**src/rtl/onehot_encoder_seq.sv**
```systemverilog
// rtl/onehot_encoder_seq.sv - sequential multi-hot to binary encoder, one code per output handshake.
// Define ONEHOT_ENC_MSB_FIRST_EN to emit the highest set line first instead of the lowest.
module onehot_encoder_seq #(
  parameter int N  = 4,
  parameter int AW = 2
) (
  input  logic          clk,
  input  logic          rst,
  input  logic          in_valid,
  output logic          in_ready,
  input  logic [N-1:0]  D,
  output logic          out_valid,
  input  logic          out_ready,
  output logic [AW-1:0] A,
  output logic          out_last,
  output logic          zero_err,
  output logic          busy
);

  typedef enum logic {IDLE, EMIT} state_t;

  state_t        state;
  state_t        state_nxt;
  logic [N-1:0]  pend;
  logic [N-1:0]  pend_nxt;
  logic [N-1:0]  sel_mask;
  logic [AW-1:0] idx;
  logic          one_left;
  logic          in_xfer;
  logic          out_xfer;

  // Priority pick from the registered pend, so A stays put while the consumer stalls.
  always_comb begin
    idx = '0;
`ifdef ONEHOT_ENC_MSB_FIRST_EN
    for (int i = 0; i < N; i++) begin
      if (pend[i]) idx = AW'(i);
    end
`else
    for (int i = N - 1; i >= 0; i--) begin
      if (pend[i]) idx = AW'(i);
    end
`endif
  end

  assign one_left = (pend != '0) && ((pend & (pend - N'(1))) == '0);
  assign sel_mask = N'(1) << idx;
  assign in_xfer  = in_valid && in_ready;
  assign out_xfer = out_valid && out_ready;

  always_ff @(posedge clk) begin
    if (rst) begin
      state    <= IDLE;
      pend     <= '0;
      zero_err <= 1'b0;
    end else begin
      state    <= state_nxt;
      pend     <= pend_nxt;
      zero_err <= in_xfer && (D == '0);
    end
  end

  always_comb begin
    state_nxt = state;
    pend_nxt  = pend;
    case (state)
      IDLE: begin
        if (in_xfer && (D != '0)) begin
          pend_nxt  = D;
          state_nxt = EMIT;
        end
      end
      EMIT: begin
        if (out_xfer) begin
          pend_nxt = pend & ~sel_mask;
          if (one_left) begin
            pend_nxt  = '0;
            state_nxt = IDLE;
          end
        end
      end
      default: begin
        pend_nxt  = '0;
        state_nxt = IDLE;
      end
    endcase
  end

  always_comb begin
    in_ready  = 1'b0;
    out_valid = 1'b0;
    busy      = 1'b0;
    A         = '0;
    out_last  = 1'b0;
    case (state)
      IDLE: in_ready = !rst;
      EMIT: begin
        out_valid = 1'b1;
        busy      = 1'b1;
        A         = idx;
        out_last  = one_left;
      end
      default: in_ready = 1'b0;
    endcase
  end

endmodule

```
**config.mk**
```make
export PLATFORM = sky130hd
export DESIGN_NAME = onehot_encoder_seq
export DESIGN_NICKNAME = d
export VERILOG_FILES = /design/src/rtl/onehot_encoder_seq.sv
export SDC_FILE = /design/constraint.sdc
export NUM_CORES = 1
export LEC_CHECK = 0
export CORE_AREA = 10 10 47 49
export DETAILED_ROUTE_END_ITERATION = 6
export DIE_AREA = 0 0 57 59
export PLACE_DENSITY = 0.59
export SETUP_SLACK_MARGIN = 0.02
export SYNTH_ARGS = -nofsm -noshare
export SYNTH_HDL_FRONTEND = slang
export SYNTH_SLANG_ARGS = --single-unit
```
**constraint.sdc**
```tcl
create_clock -name clk -period 1.55 [get_ports clk]
set_input_delay 0.31 -clock clk [delete_from_list [all_inputs] [get_ports clk]]
set_output_delay 0.31 -clock clk [all_outputs]
set_load 0.05 [all_outputs]
```
==> metrics.md <==
| Metric | Value |
|---|---|
| Status | complete, but fails checks |
| Failing checks | negative setup slack |
| Top cells by area, synth | dfxtp_1 (35%), a21oi_1 (5.8%), o21ai_1 (5.8%) |
| Port Buffers | 14 |
| Worst setup endpoint | out_last |
| Number of nets in the layout | 78 |
| Vias in the first global route | 452 |
| Mean Syn Cell Area | 7.91 µm² |
| Post-route ant nets | 0 |
| CTS tree | done |
| Starting density of the core | 24.8% |
| Seq/Total Area, Yosys | 34.5% |
| CP max FO | 6 |
| Worst path required time | 1.24 ns |
| Rel. slew slack | 72.1% |
| Final Hold Viols | 0 |
| Die Footprint | 3360 µm² |
| WHS | 0.522 ns |
| RSZ-0062 raised after global routing | yes |
| Width of the die | 57 µm |
| Post-route insts no fill | 85 |
| Clock Path Buffers | 2 |
| Worst hold path type | reg2reg |
| Worst-path clk slew | 0.05 ns |
| Critical path's largest stage delay | 0.38 ns |
| GRT Overall Usage | 6.76% |
| Pre-CTS WS | -0.268 ns |
| Worst-Margin Slew | 0.407 ns |
| Post-DR vias/cell | 5.01 |
| Crit Path Class | reg2out |
| Area share of the largest cell type after synthesis | 34.5% |
| Commonest non-fill, non-tap cell in the layout | buf_4 |
| CP top delay family | flip-flops |
| Gr ovfl total | 0 |
| Gp weighted congestion | 0.781 |
| Fraction of layout cells with a size suffix above 1 | 44.9% |
| Final non-filler cell area | 689 µm² |
| Largest net degree at the start of global routing | 12 |
| N_diodes | 0 |
| Cells after synthesis | 44 |
| Number of synthesis warnings | 0 |
| Worst r2r src | state |
| Startpoint Class | flip-flop |
| R2R setup slack | 0.15 ns |
| Die H | 59 µm |
| Post-route total power | 0.000565 W |
| Post-placement cell count | 81 |
| CP max stage cell | dfxtp_4 |
| RR Endpoint | pend[1] |
| Leading area contributor after synthesis | dfxtp_1 |
| Residual DRC | 0 |
| Commonest non-fill, non-tap cells in the layout | buf_4 (10), clkdlybuf4s50_1 (7), buf_12 (6) |
| Vias post-DR | 426 |
| Worst Reg-to-Reg Cells | 3 |
| P_leak | 0.270 nW |
| H-tree Lvls | 1 |
| DP Wirelength | 910 µm |
| WP depth | 5 |
| Pre-antenna DRT Iters | 3 |
| CTS sink count | 6 |
| Synthesized cell area | 348 µm² |
| Data arrival, critical path | 1.32 ns |
| Worst Path Buf+Inv | 1 |
| Syn-to-layout area delta | 98.2% |
| Final worst slack | -0.0795 ns |
| Total CTS buffers | 3 |
| Final worst-path cycle share | 105% |
| Crit end category | output port |
| Netlist cell types | 25 |
| Flop and latch count out of synthesis | 6 |
| MaxCap Viol Count | 0 |
| Initial antenna violation count | 0 |
| Worst-Skew Late Latency | 0.25 ns |
| Iter 0 DRT Violations | 3 |
| Fmax | 614 MHz |
| Pins Over Slew Limit | 0 |
| Clock Tree Root | clkbuf_4 |
| WL/cell | 12.9 µm |
| Critical Path, Cell by Cell | xor2_1, a21oi_1, o21ai_1, and2_4, buf_12 |
| Worst clock skew | 0.00436 ns |
| Maximum vdd drop | 0.415 mV |
| Core ar. | 1400 µm² |
| Minimum clock period | 1.63 ns |
| Pwr/cell area | 819 nW/µm² |
| Post-Route WL | 1090 µm |
| Final setup vio count | 1 |
| Num rows | 14 |
| Critical path origin | pend[1] |
| I/O pins | 15 |
| Post-Syn Nets | 52 |
| First-pass GRT wire length | 1840 µm |
| Dpl cell area | 643 µm² |
-- layer usage --
| layer | up-vias | wire, µm | track usage [%] | share of wire [%] |
|---|---|---|---|---|
| met4 | 0 | 36 | 5.03 | 3.3 |
| met1 | 193 | 466 | 6.35 | 43 |
| met5 | - | 0 | 0 | 0 |
| met2 | 13 | 513 | 10.7 | 47 |
| li1 | 214 | - | - | - |
| met3 | 6 | 77 | 4.08 | 7.0 |
-- sequential cells by signal, indices dropped and copies added, names as in the netlist --
signal / cells
state: 1
pend: 4
zero_err: 1
-- worst min path at each step --
stage / startpoint / endpoint / slack (ns) / cells after the start
global route: pend[3] / pend[3] / 0.56 / 1
CTS: pend[3] / pend[3] / 0.54 / 1
detailed placement: state / state / 0.54 / 1
global placement: state / state / 0.52 / 1
finish: pend[3] / pend[3] / 0.52 / 1
floorplan: rst / state / 0.37 / 1
-- power breakdown --
part | switching (W) | leakage [nW] | internal, W
logic | 0.000105 | 0.203 | 0.000112
registers | 0.0000195 | 0.0516 | 0.000165
clock network | 0.0000650 | 0.0150 | 0.0000981
total | 0.000190 | 0.270 | 0.000375
-- per-stage QoR --
step | utilization [%] | TNS [ns]
floorplan | - | 0
global placement | 45.9 | -0.838
global route | 49.2 | -0.296
finish | 49.2 | -0.0795
CTS | 48.7 | -0.109
detailed placement | 45.9 | -0.949
-- area by class of cell --
type,instances,area [µm²]
fillers,147,712
repair buffers,23,265
multi-input cells,33,234
flip-flops and latches,6,133
clock buffers,4,26.3
well taps,16,20.0
inverters,3,11.3
-- cells in the mapped netlist (all sizes together) --
| cell | count |
|---|---|
| a22o | 2 |
| a21oi | 4 |
| clkbuf | 1 |
| nor3 | 2 |
| dfxtp | 6 |
| nand3b | 1 |
| nor3b | 2 |
| nand2b | 1 |
| nor4 | 2 |
| inv | 3 |
| and3 | 1 |
| xor2 | 1 |
| a2111oi | 1 |
| or4 | 1 |
| nand2 | 1 |
| nor2 | 4 |
| or3b | 1 |
| buf | 1 |
| and2 | 1 |
| a311oi | 1 |
| a31oi | 1 |
| o21ai | 6 |
-- kinds of logic after synthesis --
family,synth area share (%)
and+or+nand+nor,29.1
AOI/OAI and AO/OA,27.3
DFF,34.5
xor gates and xnor gates,2.52
buffers and inverters,6.47
-- repair_timing --
item,CTS,global route
setup buffers,0,0
pin swaps,0,1
resized for setup,6,2
hold buffers,0,0
setup endpoints to repair,3,6
Power figures use the tool's default switching activity.
